[src/rtl/rx_cmd_decoder.sv]
// Framed ASCII command decoder: "#" <ch> <act> <CR|LF> drives per-channel level/pulse outputs.
// Optional ACK byte to the UART TX core when RX_CMD_ACK_EN is defined.
module rx_cmd_decoder #(
    parameter int CH_NUM      = 4,
    parameter int PULSE_LEN   = 8,
    parameter int TIMEOUT_CYC = 1_000_000
) (
    input  logic              clk,
    input  logic              rst_n,
    input  logic [7:0]        po_data,
    input  logic              po_flag,
    output logic [CH_NUM-1:0] ch_level,
    output logic [CH_NUM-1:0] ch_pulse,
    output logic              cmd_ok,
    output logic              cmd_err,
    output logic              busy
`ifdef RX_CMD_ACK_EN
    ,
    output logic [7:0]        pi_data,
    output logic              pi_flag
`endif
);

    localparam logic [7:0] C_HASH = 8'h23;
    localparam logic [7:0] C_CR   = 8'h0D;
    localparam logic [7:0] C_LF   = 8'h0A;
    localparam logic [7:0] C_ONE  = 8'h31;
    localparam logic [7:0] CH_MAX = 8'(8'h30 + CH_NUM);
    localparam int         PW     = $clog2(PULSE_LEN + 1);
    localparam int         TW     = (TIMEOUT_CYC > 2) ? $clog2(TIMEOUT_CYC) : 1;
    // Expiry fires on the edge where the idle count would reach TIMEOUT_CYC-1.
    localparam logic [TW-1:0] TO_LIM = (TIMEOUT_CYC > 2) ? TW'(TIMEOUT_CYC - 2) : '0;

    typedef enum logic [1:0] {IDLE, HDR, CH, ACT} state_t;
    typedef enum logic [1:0] {A_SET, A_CLR, A_TGL, A_PLS} act_t;

    state_t        state;
    act_t          act;
    logic [3:0]    idx;
    logic [TW-1:0] tcnt;
    logic [PW-1:0] pcnt [CH_NUM];

    logic is_hash, ch_ok, term_ok, timeout_hit, frame_ok, frame_err;

    function automatic logic valid_act(input logic [7:0] b);
        return b inside {8'h53, 8'h43, 8'h54, 8'h50};
    endfunction

    function automatic act_t decode_act(input logic [7:0] b);
        case (b)
            8'h53:   return A_SET;
            8'h43:   return A_CLR;
            8'h54:   return A_TGL;
            default: return A_PLS;
        endcase
    endfunction

    assign is_hash     = (po_data == C_HASH);
    assign ch_ok       = (po_data >= C_ONE) && (po_data <= CH_MAX);
    assign term_ok     = (po_data == C_CR) || (po_data == C_LF);
    assign timeout_hit = (TIMEOUT_CYC != 0) && (state != IDLE) && !po_flag && (tcnt >= TO_LIM);
    assign frame_ok    = po_flag && !is_hash && (state == ACT) && term_ok;
    assign frame_err   = timeout_hit ||
                         (po_flag && !is_hash &&
                          (((state == HDR) && !ch_ok) ||
                           ((state == CH)  && !valid_act(po_data)) ||
                           ((state == ACT) && !term_ok)));
    assign busy        = (state != IDLE);

    always_comb begin
        for (int i = 0; i < CH_NUM; i++) ch_pulse[i] = (pcnt[i] != '0);
    end

    always_ff @(posedge clk or negedge rst_n) begin
        if (!rst_n) begin
            state    <= IDLE;
            act      <= A_SET;
            idx      <= '0;
            tcnt     <= '0;
            ch_level <= '0;
            cmd_ok   <= 1'b0;
            cmd_err  <= 1'b0;
            for (int i = 0; i < CH_NUM; i++) pcnt[i] <= '0;
        end else begin
            cmd_ok  <= frame_ok;
            cmd_err <= frame_err;

            if (po_flag || (state == IDLE) || timeout_hit) tcnt <= '0;
            else                                           tcnt <= tcnt + 1'b1;

            if (frame_ok || frame_err) begin
                state <= IDLE;
            end else if (po_flag) begin
                if (is_hash) begin
                    state <= HDR;
                end else if (state == HDR) begin
                    state <= CH;
                    idx   <= 4'(po_data - C_ONE);
                end else if (state == CH) begin
                    state <= ACT;
                    act   <= decode_act(po_data);
                end
            end

            // A reload takes priority over the countdown so a re-pulse has no low gap.
            for (int i = 0; i < CH_NUM; i++) begin
                if (frame_ok && (idx == 4'(i))) begin
                    case (act)
                        A_SET:   ch_level[i] <= 1'b1;
                        A_CLR:   ch_level[i] <= 1'b0;
                        A_TGL:   ch_level[i] <= ~ch_level[i];
                        default: ;
                    endcase
                end
                if (frame_ok && (idx == 4'(i)) && (act == A_PLS)) pcnt[i] <= PW'(PULSE_LEN);
                else if (pcnt[i] != '0)                           pcnt[i] <= pcnt[i] - 1'b1;
            end
        end
    end

`ifdef RX_CMD_ACK_EN
    always_ff @(posedge clk or negedge rst_n) begin
        if (!rst_n) begin
            pi_data <= 8'h00;
            pi_flag <= 1'b0;
        end else begin
            pi_flag <= frame_ok || frame_err;
            if (frame_ok)       pi_data <= 8'h4B;
            else if (frame_err) pi_data <= 8'h45;
        end
    end
`endif

endmodule

[config.mk]
export PLATFORM = sky130hd
export DESIGN_NAME = rx_cmd_decoder
export DESIGN_NICKNAME = d
export VERILOG_FILES = /design/src/rtl/rx_cmd_decoder.sv
export SDC_FILE = /design/constraint.sdc
export NUM_CORES = 1
export LEC_CHECK = 0
export ABC_AREA = 1
export BUFFER_PORTS_ARGS = -buffer_cell sky130_fd_sc_hd__buf_2
export CORE_MARGIN = 2
export CORE_UTILIZATION = 35
export CTS_CLUSTER_DIAMETER = 150
export CTS_CLUSTER_SIZE = 8
export DETAILED_ROUTE_END_ITERATION = 16
export GPL_TIMING_DRIVEN = 0
export PLACE_DENSITY = 0.63
export SLEW_MARGIN = 30
export SYNTH_ARGS = -nofsm -noshare
export SYNTH_HDL_FRONTEND = slang
export SYNTH_SLANG_ARGS = --single-unit
[constraint.sdc]
create_clock -name clk -period 1.45 [get_ports clk]
set_input_delay 0.145 -clock clk [delete_from_list [all_inputs] [get_ports clk]]
set_output_delay 0.145 -clock clk [all_outputs]
set_load 0.02 [all_outputs]
==> results_dict.tcl <==
set metrics [dict create \
    dr_wl_met2_mm 2.880 \
    rows 34 \
    required_ns 1.65 \
    hold_path.class "in -> reg" \
    period_share_pct 112.6 \
    clk_latency_ns 0.31 \
    path_max_fanout 5 \
    r2r_start "tcnt[0]$_DFF_PN0_" \
    post_drt_wl_per_cell_um 11.26 \
    finalClockSkew_ns 0.008441 \
    crit_type "reg -> reg" \
    drive_gt1_share_pct 29.21 \
    synth.top_cell.area_share_pct 41.14 \
    fillers 851 \
    gp_congestion 0.8324 \
    cap_violations 0 \
    synth.distinct_cells 32 \
    setup_tns_ns -2.534 \
    power_leakage_nw 1.860 \
    clkTransAtPathRegs_ns 0.09 \
    die_y_um 97.22 \
    ant_nets 0 \
    final_core_util_pct 44.31 \
    synth.avg_cell_area_um2 7.921 \
    drc 0 \
    synth_commonest_cells "inv_1, nand2_1, dfrtp_1" \
    synthFlopType "dfrtp_1" \
    peakVddDrop_mv 0.5764 \
    grt_overflow_total 0 \
    worst_slack_ns -0.1832 \
    design_area_mm2 0.003807 \
    crit_path_end "tcnt[11]$_DFF_PN0_" \
    post-place-ws_ns -0.2679 \
    synth.most_common_cell "inv_1" \
    cts_root_buf "clkbuf_8" \
    ioPinCount 22 \
    status "finished, violations left" \
    r2r_slack_ns -0.18 \
    reg2reg_depth 9 \
    synth_warnings 0 \
    grt_max_degree 51 \
    synthesis.nets 410 \
    multi_input_area_mm2 0.001777 \
    hold_viol_final 0 \
    worst_pin_slew_ns 0.6261 \
    hold_depth 4 \
    cp-startpoint "tcnt[0]$_DFF_PN0_" \
    slew_headroom_pct 58.26 \
    dp_hpwl_mm 4.232 \
    grt_pass1_vias 2365 \
    routed.top_layer "met4" \
    cts.sinks 50 \
    violations "negative setup slack" \
    seq_area_mm2 0.001252 \
    cts.path.max_buffers 2 \
    slew_violations 0 \
    synth_edf_count 0 \
    netlist_area_mm2 0.003042 \
    cp_data_arrival_time_ns 1.83 \
    rsz0062_at_grt "yes" \
    fmax_mhz 612.3 \
    ys_seq_area_share_pct 41.14 \
    synth.top_cells.by_area "dfrtp_1, inv_1, nand2_1, ha_1, nor2_1" \
    grt_first_pass_wirelength_mm 10.16 \
    fp.dieW_um 97.22 \
    cts_buffers 5 \
    met1_length_mm 2.935 \
    grt_usage_pct 12.74 \
    critPathCaptureType "flip-flop" \
    dieArea_mm2 0.009452 \
    wl_met3_um 133 \
    finalSetupViolations 22 \
    synth_top_cell_by_area "dfrtp_1" \
    dr.pass1.iters 4 \
    areaGrowthSynthToFinish_pct 25.17 \
    cp-start-kind "flip-flop" \
    powerDensity_mw_per_mm2 1485 \
    via_per_inst 4.716 \
    tritoncts "built" \
    netlist_instances 384 \
    vias 2528 \
    core_area_mm2 0.008593 \
    synth-seq-cells 50 \
    htreeDepth 2 \
    wl_mm 6.035 \
    synth-async-reset-ratio_pct 100.0 \
    start_util_pct 35.40 \
    rr_endpoint "tcnt[11]$_DFF_PN0_" \
    place_area_mm2 0.003282 \
    port_buffers 20 \
    grt_antenna_before_repair 0 \
    diodes 0 \
    dr.first_iter.drc_count 87 \
    nNetsFinal 453 \
    period_needed_ns 1.633 \
]
## where the power goes
| group | leakage (nW) | internal (W) | total [W] | switching (W) |
|---|---|---|---|---|
| Clock | 0.0579 | 0.000509 | 0.000985 | 0.000477 |
| Sequential | 0.642 | 0.00177 | 0.00201 | 0.000235 |
| Combinational | 1.16 | 0.00106 | 0.00266 | 0.00160 |
## worst max-delay path, cell delays in order, from the launching register on
cell	delay [ns]
dfrtp_1	0.40
inv_2	0.07
nor3_2	0.28
nand3_2	0.16
nor2_4	0.17
nand2_4	0.08
nor2_1	0.09
nand2_1	0.07
o21ai_0	0.15
a21oi_1	0.05
## kinds of logic (layout without fill, tap and decap cells)
logic type                 Yosys count  in the layout  share of synthesized area [%]
and+or+nand+nor                    187            187                          30.15
buffers and inverters               72            116                          9.173
DFF                                 50             50                          41.14
AOI/OAI and AO/OA                   37             37                          6.582
xor gates and xnor gates            19             19                          5.471
adders and majority gates           15             15                          6.170
muxes                                4              4                          1.316
## layer usage
layer / global-route usage (%) / vias up
met4: 4.167 / 0
li1: - / 1296
met2: 21.15 / 30
met3: 2.014 / 6
met1: 17.09 / 1196
met5: 0 / -
## worst min-delay path by stage
stage,start,endpoint,slack (ns)
floorplan,rst_n,act[0]$_DFFE_PN0P_,-0.15
global placement,rst_n,tcnt[12]$_DFF_PN0_,0.42
detailed placement,rst_n,tcnt[14]$_DFF_PN0_,0.21
CTS,po_data[0],idx[0]$_DFFE_PN0P_,0.16
global route,po_data[0],idx[0]$_DFFE_PN0P_,0.17
finish,po_data[0],idx[0]$_DFFE_PN0P_,0.15
## final cells by class
type,count,area share [%]
multi-input cells,262,46.66
flip-flops and latches,50,32.90
inverters,70,6.967
repair buffers,36,6.474
well taps,108,3.549
clock buffers,5,1.807
clock inverters,3,1.052
plain buffers,2,0.5915
## placed cells by master, fill, tap and decap left out, types with 4 or more instances in the layout
cell      instances
buf_2            15
nor2_1           40
o21ai_1           7
nand3_4           5
ha_4              4
nor3_2            5
buf_6             5
inv_1            56
nor2_4            8
clkbuf_8          5
inv_2            13
nand2_4           5
nand3_2           9
o21ai_0          11
ha_1             10
xnor2_1           5
nand4_1           9
dfrtp_1          49
nand2_1          57
buf_4            17
nor2_2           10
xor2_1           14
nand2_2           9
a21oi_1          10
nand3_1          20
mux2i_1           4
## per-stage QoR
stage	total power, W	hold WS, ns	cells
global route	0.006164	0.1678	536
CTS	0.005300	0.1644	525
detailed placement	0.004093	0.2130	512
finish	0.005655	0.1525	536
floorplan	0.003615	-0.1506	384
global placement	0.004002	0.4197	512
## state kept, by name (all words and copies together) (netlist names)
register and cells:
cmd_err 1, pcnt 16, act 2, state 2, tcnt 20, ch_level 4
cmd_ok 1, idx 4
## repair_timing
item	4_1_cts	5_1_grt
buffers inserted	4	11
cloned	0	1
setup endpoints to repair	32	49
hold endpoints to repair	50	0
pin swaps	7	14
gates resized for setup	28	58
hold buffers	1	0
Power figures use the tool's default switching activity.
